`config.mk`:
```
export PLATFORM = sky130hd
export DESIGN_NAME = mem_lsu_flat
export DESIGN_NICKNAME = d
export VERILOG_FILES = /design/src/rtl/mips_defs_pkg.sv /design/src/rtl/mem_lsu_if.sv /design/src/rtl/lsu_load_ext.sv /design/src/rtl/mem_lsu.sv /design/src/flat_wrapper.sv
export SDC_FILE = /design/constraint.sdc
export NUM_CORES = 1
export LEC_CHECK = 0
export CAP_MARGIN = 20
export CORE_MARGIN = 1
export CORE_UTILIZATION = 30
export CTS_BUF_LIST = sky130_fd_sc_hd__clkbuf_4 sky130_fd_sc_hd__clkbuf_8
export CTS_CLUSTER_SIZE = 10
export DETAILED_ROUTE_END_ITERATION = 6
export PLACE_DENSITY = 0.68
export SYNTH_ARGS = -nofsm -noshare
export SYNTH_HDL_FRONTEND = slang
export SYNTH_SLANG_ARGS = --single-unit
```
`constraint.sdc`:
```
create_clock -name clk -period 4.8 [get_ports clk]
set_input_delay 0.96 -clock clk [delete_from_list [all_inputs] [get_ports clk]]
set_output_delay 0.96 -clock clk [all_outputs]
set_load 0.01 [all_outputs]
```
`src/rtl/mips_defs_pkg.sv`:
```
// Shared MIPS pipeline definitions: memory aluop codes, exception codes, LSU state encoding.
// Access-size decode helpers used by the LSU and its load-extension datapath.
package mips_defs_pkg;

    localparam logic [7:0] OP_LB  = 8'h90;
    localparam logic [7:0] OP_LBU = 8'h91;
    localparam logic [7:0] OP_LH  = 8'h92;
    localparam logic [7:0] OP_LHU = 8'h93;
    localparam logic [7:0] OP_LW  = 8'h94;
    localparam logic [7:0] OP_SB  = 8'h98;
    localparam logic [7:0] OP_SH  = 8'h99;
    localparam logic [7:0] OP_SW  = 8'h9A;
    localparam logic [7:0] OP_NOP = 8'h00;

    localparam logic [4:0] EXC_NONE = 5'h10;
    localparam logic [4:0] EXC_ADEL = 5'h04;
    localparam logic [4:0] EXC_ADES = 5'h05;

    localparam logic [1:0] LSU_IDLE  = 2'd0;
    localparam logic [1:0] LSU_BUSY  = 2'd1;
    localparam logic [1:0] LSU_DONE  = 2'd2;
    localparam logic [1:0] LSU_ABORT = 2'd3;

    typedef enum logic [1:0] {
        SZ_NONE = 2'd0,
        SZ_BYTE = 2'd1,
        SZ_HALF = 2'd2,
        SZ_WORD = 2'd3
    } lsu_size_e;

    function automatic logic is_load(input logic [7:0] op);
        return (op == OP_LB) || (op == OP_LBU) || (op == OP_LH) ||
               (op == OP_LHU) || (op == OP_LW);
    endfunction

    function automatic logic is_store(input logic [7:0] op);
        return (op == OP_SB) || (op == OP_SH) || (op == OP_SW);
    endfunction

    function automatic lsu_size_e op_size(input logic [7:0] op);
        lsu_size_e sz;
        case (op)
            OP_LB, OP_LBU, OP_SB: sz = SZ_BYTE;
            OP_LH, OP_LHU, OP_SH: sz = SZ_HALF;
            OP_LW, OP_SW:         sz = SZ_WORD;
            default:              sz = SZ_NONE;
        endcase
        return sz;
    endfunction

endpackage

```
`src/rtl/mem_lsu_if.sv`:
```
// Data-bus request/acknowledge bundle between the LSU (master) and data memory (slave).
// Request and write fields are held by the master until dbus_ack; read data is valid with dbus_ack.
interface mem_lsu_if #(
    parameter int ADDR_W = 32,
    parameter int DATA_W = 32
);
    logic                  dbus_req;
    logic                  dbus_we;
    logic [DATA_W/8-1:0]   dbus_be;
    logic [ADDR_W-1:0]     dbus_addr;
    logic [DATA_W-1:0]     dbus_wdata;
    logic                  dbus_ack;
    logic [DATA_W-1:0]     dbus_rdata;

    modport master (
        output dbus_req, dbus_we, dbus_be, dbus_addr, dbus_wdata,
        input  dbus_ack, dbus_rdata
    );

    modport slave (
        input  dbus_req, dbus_we, dbus_be, dbus_addr, dbus_wdata,
        output dbus_ack, dbus_rdata
    );
endinterface

```
`src/rtl/lsu_load_ext.sv`:
```
// Load lane select and sign/zero extension; purely combinational, no backpressure.
// Halfword lane is chosen by offset bit 1 only, so a misaligned half reads its aligned half.
module lsu_load_ext
    import mips_defs_pkg::*;
(
    input  logic [7:0]  i_op,
    input  logic [1:0]  i_off,
    input  logic [31:0] i_rdata,
    output logic [31:0] o_data
);

    logic [7:0]  w_byte;
    logic [15:0] w_half;

    always_comb begin
        w_byte = i_rdata[7:0];
        case (i_off)
            2'd0:    w_byte = i_rdata[7:0];
            2'd1:    w_byte = i_rdata[15:8];
            2'd2:    w_byte = i_rdata[23:16];
            default: w_byte = i_rdata[31:24];
        endcase
    end

    assign w_half = i_off[1] ? i_rdata[31:16] : i_rdata[15:0];

    always_comb begin
        o_data = i_rdata;
        case (i_op)
            OP_LB:   o_data = {{24{w_byte[7]}}, w_byte};
            OP_LBU:  o_data = {24'h0, w_byte};
            OP_LH:   o_data = {{16{w_half[15]}}, w_half};
            OP_LHU:  o_data = {16'h0, w_half};
            default: o_data = i_rdata;
        endcase
    end

endmodule

```
`src/rtl/mem_lsu.sv`:
```
// MEM-stage load/store unit: one data-bus transaction per memory op, min 3 cycles op-to-result (IDLE, BUSY, DONE).
// Holds stall_req while the bus is outstanding; alignment exceptions enabled by MEM_ALIGN_EXC_EN.
module mem_lsu
    import mips_defs_pkg::*;
#(
    parameter int ADDR_W = 32,
    parameter int DATA_W = 32
) (
    input  logic               clk,
    input  logic               rst_n,
    input  logic               flush,
    input  logic [7:0]         mem_aluop,
    input  logic [ADDR_W-1:0]  mem_wd,
    input  logic [DATA_W-1:0]  mem_din,
    input  logic [4:0]         mem_exccode,
    mem_lsu_if.master          dbus,
    output logic               stall_req,
    output logic [DATA_W-1:0]  lsu_rdata,
    output logic               lsu_valid,
    output logic [4:0]         lsu_exccode,
    output logic [ADDR_W-1:0]  lsu_badvaddr
);

    logic [1:0]        r_state;
    logic              r_req;
    logic              r_we;
    logic [3:0]        r_be;
    logic [ADDR_W-1:0] r_addr;
    logic [31:0]       r_wdata;
    logic [7:0]        r_op;
    logic [1:0]        r_off;
    logic [31:0]       r_rdata;

    lsu_size_e   w_size;
    logic        w_is_load;
    logic        w_is_store;
    logic        w_misalign;
    logic        w_access;
    logic [3:0]  w_be;
    logic [31:0] w_wdata;
    logic [31:0] w_ext;

    assign w_size     = op_size(mem_aluop);
    assign w_is_load  = is_load(mem_aluop);
    assign w_is_store = is_store(mem_aluop);

`ifdef MEM_ALIGN_EXC_EN
    assign w_misalign   = ((w_size == SZ_HALF) && mem_wd[0]) ||
                          ((w_size == SZ_WORD) && (mem_wd[1:0] != 2'b00));
    assign lsu_badvaddr = w_misalign ? mem_wd : '0;
`else
    assign w_misalign   = 1'b0;
    assign lsu_badvaddr = '0;
`endif

    // Reset gates the request so a held op cannot raise stall while rst_n is low.
    assign w_access = rst_n && (w_is_load || w_is_store) &&
                      (mem_exccode == EXC_NONE) && !w_misalign;

    always_comb begin
        lsu_exccode = EXC_NONE;
        if (mem_exccode != EXC_NONE)
            lsu_exccode = mem_exccode;
        else if (w_misalign)
            lsu_exccode = w_is_load ? EXC_ADEL : EXC_ADES;
    end

    always_comb begin
        w_be    = 4'b0000;
        w_wdata = mem_din[31:0];
        case (w_size)
            SZ_BYTE: begin
                w_be    = 4'b0001 << mem_wd[1:0];
                w_wdata = {4{mem_din[7:0]}};
            end
            SZ_HALF: begin
                w_be    = mem_wd[1] ? 4'b1100 : 4'b0011;
                w_wdata = {2{mem_din[15:0]}};
            end
            SZ_WORD: begin
                w_be    = 4'b1111;
                w_wdata = mem_din[31:0];
            end
            default: begin
                w_be    = 4'b0000;
                w_wdata = mem_din[31:0];
            end
        endcase
    end

    always_comb begin
        stall_req = 1'b0;
        case (r_state)
            LSU_IDLE:  stall_req = w_access;
            LSU_BUSY:  stall_req = 1'b1;
            LSU_DONE:  stall_req = 1'b0;
            default:   stall_req = w_access;
        endcase
    end

    assign lsu_valid = (r_state == LSU_DONE);

    lsu_load_ext u_load_ext (
        .i_op    (r_op),
        .i_off   (r_off),
        .i_rdata (dbus.dbus_rdata[31:0]),
        .o_data  (w_ext)
    );

    always_ff @(posedge clk or negedge rst_n) begin
        if (!rst_n) begin
            r_state <= LSU_IDLE;
            r_req   <= 1'b0;
            r_we    <= 1'b0;
            r_be    <= 4'b0000;
            r_addr  <= '0;
            r_wdata <= '0;
            r_op    <= OP_NOP;
            r_off   <= 2'b00;
            r_rdata <= '0;
        end else begin
            case (r_state)
                LSU_IDLE: begin
                    if (!flush && w_access) begin
                        r_req   <= 1'b1;
                        r_we    <= w_is_store;
                        r_be    <= w_be;
                        r_addr  <= {mem_wd[ADDR_W-1:2], 2'b00};
                        r_wdata <= w_wdata;
                        r_op    <= mem_aluop;
                        r_off   <= mem_wd[1:0];
                        r_state <= LSU_BUSY;
                    end
                end
                LSU_BUSY: begin
                    if (dbus.dbus_ack) begin
                        r_req <= 1'b0;
                        if (flush) begin
                            r_state <= LSU_IDLE;
                        end else begin
                            if (is_load(r_op))
                                r_rdata <= w_ext;
                            r_state <= LSU_DONE;
                        end
                    end else if (flush) begin
                        r_state <= LSU_ABORT;
                    end
                end
                LSU_DONE: begin
                    r_state <= LSU_IDLE;
                end
                default: begin
                    // Flushed mid-transaction: the bus must still see its ack, but the data is dropped.
                    if (dbus.dbus_ack) begin
                        r_req   <= 1'b0;
                        r_state <= LSU_IDLE;
                    end
                end
            endcase
        end
    end

    assign dbus.dbus_req   = r_req;
    assign dbus.dbus_we    = r_we;
    assign dbus.dbus_be    = r_be;
    assign dbus.dbus_addr  = r_addr;
    assign dbus.dbus_wdata = r_wdata;
    assign lsu_rdata       = r_rdata;

endmodule

```
`src/flat_wrapper.sv`:
```
// flat-port wrapper written by rule: the top's interface ports become plain ports
module mem_lsu_flat import mips_defs_pkg::*;
#(
    parameter int ADDR_W = 32,
    parameter int DATA_W = 32
)
  (clk, rst_n, flush, mem_aluop, mem_wd, mem_din, mem_exccode, stall_req, lsu_rdata, lsu_valid, lsu_exccode, lsu_badvaddr, dbus_dbus_req, dbus_dbus_we, dbus_dbus_be, dbus_dbus_addr, dbus_dbus_wdata, dbus_dbus_ack, dbus_dbus_rdata);
  mem_lsu_if #(.ADDR_W(ADDR_W), .DATA_W(DATA_W)) dbus_i ();
  input  logic clk;
  input  logic rst_n;
  input  logic flush;
  input  logic [7:0] mem_aluop;
  input  logic [ADDR_W-1:0] mem_wd;
  input  logic [DATA_W-1:0] mem_din;
  input  logic [4:0] mem_exccode;
  output logic stall_req;
  output logic [DATA_W-1:0] lsu_rdata;
  output logic lsu_valid;
  output logic [4:0] lsu_exccode;
  output logic [ADDR_W-1:0] lsu_badvaddr;
  output wire logic [$bits(dbus_i.dbus_req)-1:0] dbus_dbus_req;
  output wire logic [$bits(dbus_i.dbus_we)-1:0] dbus_dbus_we;
  output wire logic [$bits(dbus_i.dbus_be)-1:0] dbus_dbus_be;
  output wire logic [$bits(dbus_i.dbus_addr)-1:0] dbus_dbus_addr;
  output wire logic [$bits(dbus_i.dbus_wdata)-1:0] dbus_dbus_wdata;
  input wire logic [$bits(dbus_i.dbus_ack)-1:0] dbus_dbus_ack;
  input wire logic [$bits(dbus_i.dbus_rdata)-1:0] dbus_dbus_rdata;
  assign dbus_dbus_req = dbus_i.dbus_req;
  assign dbus_dbus_we = dbus_i.dbus_we;
  assign dbus_dbus_be = dbus_i.dbus_be;
  assign dbus_dbus_addr = dbus_i.dbus_addr;
  assign dbus_dbus_wdata = dbus_i.dbus_wdata;
  assign dbus_i.dbus_ack = dbus_dbus_ack;
  assign dbus_i.dbus_rdata = dbus_dbus_rdata;
  mem_lsu #(.ADDR_W(ADDR_W), .DATA_W(DATA_W)) u_core (.clk(clk), .rst_n(rst_n), .flush(flush), .mem_aluop(mem_aluop), .mem_wd(mem_wd), .mem_din(mem_din), .mem_exccode(mem_exccode), .dbus(dbus_i), .stall_req(stall_req), .lsu_rdata(lsu_rdata), .lsu_valid(lsu_valid), .lsu_exccode(lsu_exccode), .lsu_badvaddr(lsu_badvaddr));
endmodule
```
==> metrics.log <==
INFO  metric reg2regPathDepth = 4
INFO  metric final_util = 44.3%
INFO  metric synth_area = 0.00563 mm2
INFO  metric die_y = 139 um
INFO  metric floorplan.die_area = 0.0193 mm2
INFO  metric syn-mean-instance-area = 8.98 um2
INFO  metric timing.critical_path.to = stall_req
INFO  metric gr-usage-all-layers = 18.0%
INFO  metric synth_top_flop_cell = sky130_fd_sc_hd__dfrtp_1
INFO  metric synth_top_area_cell = sky130_fd_sc_hd__dfrtp_1
INFO  metric critPathArrivalTime = 2.85 ns
INFO  metric violated_checks = DRC
INFO  metric grt_first_pass_wirelength = 27100 um
INFO  metric yosys.cell_count.top_type = sky130_fd_sc_hd__nand2_1
INFO  metric synth_area_leaders = sky130_fd_sc_hd__dfrtp_1 (50%), sky130_fd_sc_hd__nand2_1 (11%), sky130_fd_sc_hd__nor2_1 (5.5%), sky130_fd_sc_hd__buf_4 (4.5%), sky130_fd_sc_hd__a221oi_1 (3.7%)
INFO  metric outcome = complete, but fails checks
INFO  metric final_hold_viol_count = 0
INFO  metric io_pins = 254
INFO  metric hold_buffers = 0
INFO  metric numCtsBuffers = 9
INFO  metric rows = 49
INFO  metric chipWidth = 139 um
INFO  metric cts_htree_levels = 3
INFO  metric crit_chain = clkdlybuf4s50_1, nor4bb_1, and2_1, nand2_1, o21ai_0, clkdlybuf4s50_1
INFO  metric setup_tns = 0 ns
INFO  metric critical-path-slowest-cell = sky130_fd_sc_hd__clkdlybuf4s50_1
INFO  metric crit-reg2reg-launch = u_core.r_off[1]
INFO  metric cts_sinks = 112
INFO  metric timing.critical_path.from_type = primary input
INFO  metric pin_count_of_the_biggest_net_entering_global_routing = 71
INFO  metric worst-setup-path-type = in2out
INFO  metric async_reset_ff_share = 100%
INFO  metric overflow = 0
INFO  metric num-nets-final = 943
INFO  metric yosys.area.top_type_share = 49.8%
INFO  metric fmax = 262 MHz
INFO  metric synth_seq_cells = 112
INFO  metric vias_in_the_first_global_route = 4941
INFO  metric dr.first_iter.drc_count = 218
INFO  metric post_cts_resize_count = 0
INFO  metric cts_tree = built
INFO  metric ir_drop_worst_vdd = 0.000149 V
INFO  metric worst_skew_pair.late_latency = 0.40 ns
INFO  metric path_common_cell = sky130_fd_sc_hd__clkdlybuf4s50_1
INFO  metric leakagePower = 3.63 nW
INFO  metric syn2layout_area_growth = 43.1%
INFO  metric clock_tree.root_cell = sky130_fd_sc_hd__clkbuf_8
INFO  metric hold_path_depth = 2
INFO  metric placement.io_buffers = 219
INFO  metric critPathLaunch = mem_aluop[4]
INFO  metric route.detailed.wl_per_inst = 16.3 um
INFO  metric yosysWarningCount = 0
INFO  metric min_period = 3.81 ns
INFO  metric ys_types = 50
INFO  metric finalNonFillerCells = 1057
INFO  metric grt_setup_unrepaired = no
INFO  metric clk_path_buf_depth = 2
INFO  metric setup_viol_count_final = 0
INFO  metric slew_viol_final = 0
INFO  metric synth_enable_flop_cells = 0
INFO  metric initial_core_util = 30.9%
INFO  metric antenna_found_initial = 0
INFO  metric end_kind = primary output
INFO  metric max_stage_delay = 0.56 ns
INFO  metric postSynthCellCount = 627
INFO  metric num_vias = 5061
INFO  metric hold_class = reg2reg
INFO  metric power-per-cell-area = 228 mW/mm2
INFO  metric max_slew_headroom = 39.4%
INFO  metric drive_gt1_share = 4.95%
INFO  metric drc = 16
INFO  metric routed_via_density = 4.79
INFO  metric r2r-end = u_core.lsu_rdata[22]
INFO  metric maxCapViolations = 0
INFO  metric postRouteAntennaNets = 0
INFO  metric hpwl = 12500 um
INFO  metric worst_setup_hold_path_clk_slew = 0.11 ns
INFO  metric r2r_setup_slack = 2.09 ns
INFO  metric post-route-period-util = 79.4%
INFO  metric synth_seq_area_share = 49.8%
INFO  metric post-cts-setup-buffer-count = 0
INFO  metric worst_pin_slew = 0.910 ns
INFO  metric yosys-top-cells-count = sky130_fd_sc_hd__nand2_1 (161), sky130_fd_sc_hd__dfrtp_1 (112), sky130_fd_sc_hd__nor2_1 (82)
INFO  metric core-area = 0.0182 mm2
INFO  metric worst_clock_skew = 0.0204 ns
INFO  metric gpl.final_weighted_congestion = 0.831
INFO  metric worst-endpoint-required = 3.84 ns
INFO  metric timing.critical_path.fanout_max = 4
INFO  metric placed_cells = 1041
INFO  metric wirelength = 17200 um
INFO  metric drt_first_pass_iters = 7
INFO  metric antenna_cells_inserted = 0
[final cells by class]
class                           instances  area, um2
Timing Repair Buffer                  228       2260
Tap cell                              229        287
Inverter                               17       63.8
Clock buffer                            9        124
Fill cell                            1780      10100
Clock inverter                          7       66.3
Multi-Input combinational cell        455       2460
Sequential cell                       112       2800
[cells in the final DEF, fill, tap and decap left out, types with 10 or more instances in the layout]
cell type and instances:
sky130_fd_sc_hd__a221oi_1 24, sky130_fd_sc_hd__buf_4 10, sky130_fd_sc_hd__a21oi_1 36, sky130_fd_sc_hd__nor2_1 82
sky130_fd_sc_hd__dfrtp_1 112, sky130_fd_sc_hd__conb_1 34, sky130_fd_sc_hd__inv_1 17, sky130_fd_sc_hd__clkdlybuf4s50_1 218
sky130_fd_sc_hd__o21ai_0 25, sky130_fd_sc_hd__nand2_1 161
[flip-flops by register name, summed over array words and instances, names as in the netlist]
register,count
u_core.dbus.dbus_addr,30
u_core.r_state,2
u_core.r_op,8
u_core.dbus.dbus_req,1
u_core.dbus.dbus_be,4
u_core.r_off,2
u_core.lsu_rdata,32
u_core.dbus.dbus_we,1
u_core.dbus.dbus_wdata,32
[layer usage]
metal / part of all wire, % / global-route usage (%)
met5: 0 / 0
met4: 0.67 / 2.98
met1: 43 / 22.9
met2: 47 / 29.5
met3: 9.7 / 6.73
[per-stage QoR]
stage               cell area [um2]  hold WS [ns]  power [W]  worst slack, ns
floorplan                      5760         0.449    0.00113             1.90
global placement               7870         0.448    0.00129            0.996
detailed placement             7870         0.455    0.00129             1.00
CTS                            8060         0.481    0.00187            0.984
global route                   8060         0.498    0.00193            0.858
finish                         8060         0.476    0.00184            0.988
[logic make-up (layout without fill, tap and decap cells)]
kind of cell               after synthesis  in the layout  share of synthesized area [%]
adders and majority gates                7              7                           1.56
other                                    1             34                         0.0666
buffers and inverters                   93            261                           8.75
and+or+nand+nor                        274            274                           20.5
xor gates and xnor gates                 1              1                          0.156
AOI/OAI and AO/OA                      128            128                           15.4
muxes                                   11             11                           3.73
DFF                                    112            112                           49.8
[critical path: cells and delay by family]
kind,cells,cell delay [ns]
buf+inv,2,1.01
simple gates,3,0.73
compound gates,1,0.14
[power by group]
group	total, W	switching (W)	internal (W)	leakage, nW
clock network	0.000571	0.000365	0.000206	0.0995
registers	0.000966	0.0000104	0.000956	1.54
logic	0.000304	0.000149	0.000155	1.99
[worst min-delay path by stage]
stage,endpoint,from
2_1_floorplan,u_core.r_op[4],u_core.r_op[4]
3_3_place_gp,u_core.dbus.dbus_addr[3],u_core.dbus.dbus_addr[3]
3_5_place_dp,u_core.dbus.dbus_addr[9],u_core.dbus.dbus_addr[9]
4_1_cts,u_core.dbus.dbus_addr[29],u_core.dbus.dbus_addr[29]
5_1_grt,u_core.dbus.dbus_addr[9],u_core.dbus.dbus_addr[9]
6_report,u_core.dbus.dbus_addr[29],u_core.dbus.dbus_addr[29]
(Power assumes the default switching activity.)
==> RTL change (same flow settings) <==
The option `MEM_ALIGN_EXC_EN` is turned on by a define.
--- a/src/rtl/mem_lsu.sv
+++ b/src/rtl/mem_lsu.sv
@@ -2,2 +2,4 @@
 // Holds stall_req while the bus is outstanding; alignment exceptions enabled by MEM_ALIGN_EXC_EN.
+`define MEM_ALIGN_EXC_EN
+
 module mem_lsu
Formal check against the unedited RTL: not equivalent (a bounded check fails within 4 cycles, from zero or initial values and one cycle with rst_n low).
==> RTL change against the unedited design <==
Via count grew 0.30%. Sequential cell count is the same. Core utilization grew 1.9 points. Non-clock buffer count grew 33. Setup slack lost 790 ps. Register-to-register slack gained 210 ps. Total power grew 1.6%. Sequential share of layout area shrank 2.4 points. Cell area grew 7.5%. Wire length grew 2.7%. Area after synthesis grew 2.2%.
==> RTL change: results (changes against the unedited design) <==
metric;value;unit;change
status;finished clean;;
cp_max_fo;8;;+4
worstPathArrival;3640;ps;+790 ps
layout-drive-gt1-share;0.107;;+0.0576
netlist_top_cells_area;dfrtp_1 (49%), mux2_2 (9.2%), mux2_1 (4.9%), a21oi_1 (4.2%), a22o_1 (3.5%);;
tightest_slew;1090;ps;+176 ps
cp_slowest_cell;clkdlybuf4s50_1;;
synth_ff_type;dfrtp_1;;
synth_commonest_cells;dfrtp_1 (112), a21oi_1 (48), mux2_2 (47);;
postCtsSetupBuffers;0;;unchanged
grt_pass1_vias;5072;;+2.7%
power_leakage;0.00388;uW;+6.7%
async_flop_share;1.00;;unchanged
htree_levels;3;;unchanged
gp_routability_congestion;0.862;;+3.7%
nNetsFinal;899;;-4.7%
clock_path_buffers;2;;unchanged
grt_pass1_wl;27600;um;+1.8%
via_per_inst;4.99;;+4.1%
placed_area;8480;sq um;+7.7%
ys_types;51;;+2.0%
grt_use_total;0.180;;about the same
drt_iter0_drc;258;;+18%
fin_worst_skew;16.7;ps;-3.71 ps
clk_latency;400;ps;about the same
dr.pass1.iters;4;;-3
dr_wl_met3;1430;um;-14%
wl_met1;7800;um;+6.0%
wl_met2;8230;um;+2.1%
port_buffers;251;;+15%
cp_top_family;buffers and inverters;;
max_stage_delay;620;ps;+60 ps
clk_pin_slew_worst_paths;110;ps;about the same
wirelength;17700;um;+2.7%
place_ws;154;ps;-847 ps
seq_area_frac_synth;0.487;;-0.0109
grt_max_degree;66;;-7.0%
cts_root_buf;clkbuf_8;;
hpwl;13000;um;+4.1%
dr.max_layer_used;met4;;
n_fill_cell;1771;;-0.51%
cts_made_buffers;9;;unchanged
antenna_found_initial;0;;unchanged
n_antenna_cell;0;;unchanged
hold_path_class;in2async;;
ir_drop;0.103;mV;-31%
-- RTL change: worst paths after layout --
check                          startpoint                    endpoint  slack, ps  cells past startpoint
setup reg to reg           u_core.r_op[2]         u_core.lsu_rdata[7]       2300                      4
setup / recovery             mem_aluop[3]                   stall_req        200                     12
min in group clk           u_core.r_op[7]              u_core.r_op[7]        470                      1
hold reg to reg            u_core.r_op[7]              u_core.r_op[7]        470                      1
max in group asynchronous           rst_n  u_core.dbus.dbus_wdata[10]       2770                      3
hold / removal                      rst_n  u_core.dbus.dbus_wdata[16]        450                      1
-- RTL change: per-stage QoR --
stage	cells	total power, uW
after floorplan	541	1120
after global placement	1002	1320
after detailed placement	1002	1320
after CTS	1018	1900
after global routing	1018	1970
final	1018	1870
-- RTL change: worst reg2reg max path, stage by stage, from the launching register on --
cell     delay [ps]
dfrtp_1         770
o21ai_0         350
and4_1          880
o21ai_0         230
o21ai_0         200
-- RTL change: routing by layer --
layer	up-vias	track usage
li1	2391	-
met1	2468	0.231
met2	199	0.290
met3	18	0.0632
met4	0	0.0435
met5	-	0
-- RTL change: cell families (layout without fill, tap and decap cells) --
logic type,count (synthesis),after routing,share of synthesized area
buffers and inverters,62,305,0.0485
DFF,112,112,0.487
and+or+nand+nor,144,144,0.131
adders and majority gates,7,7,0.0152
muxes,90,90,0.172
AOI/OAI and AO/OA,123,123,0.144
other,1,2,0.000651
xor gates and xnor gates,1,1,0.00152
-- RTL change: area by class of cell --
type	instances	share of cell area
well taps	234	0.0338
clock inverters	6	0.00577
multi-input cells	367	0.310
repair buffers	261	0.300
clock buffers	10	0.0159
flip-flops and latches	112	0.323
inverters	28	0.0121
-- RTL change: power breakdown --
group	leakage [uW]	total [uW]	internal (uW)	switching [uW]
clock	0.0000952	567	211	356
combinational	0.00223	335	174	161
sequential	0.00156	968	957	11.4
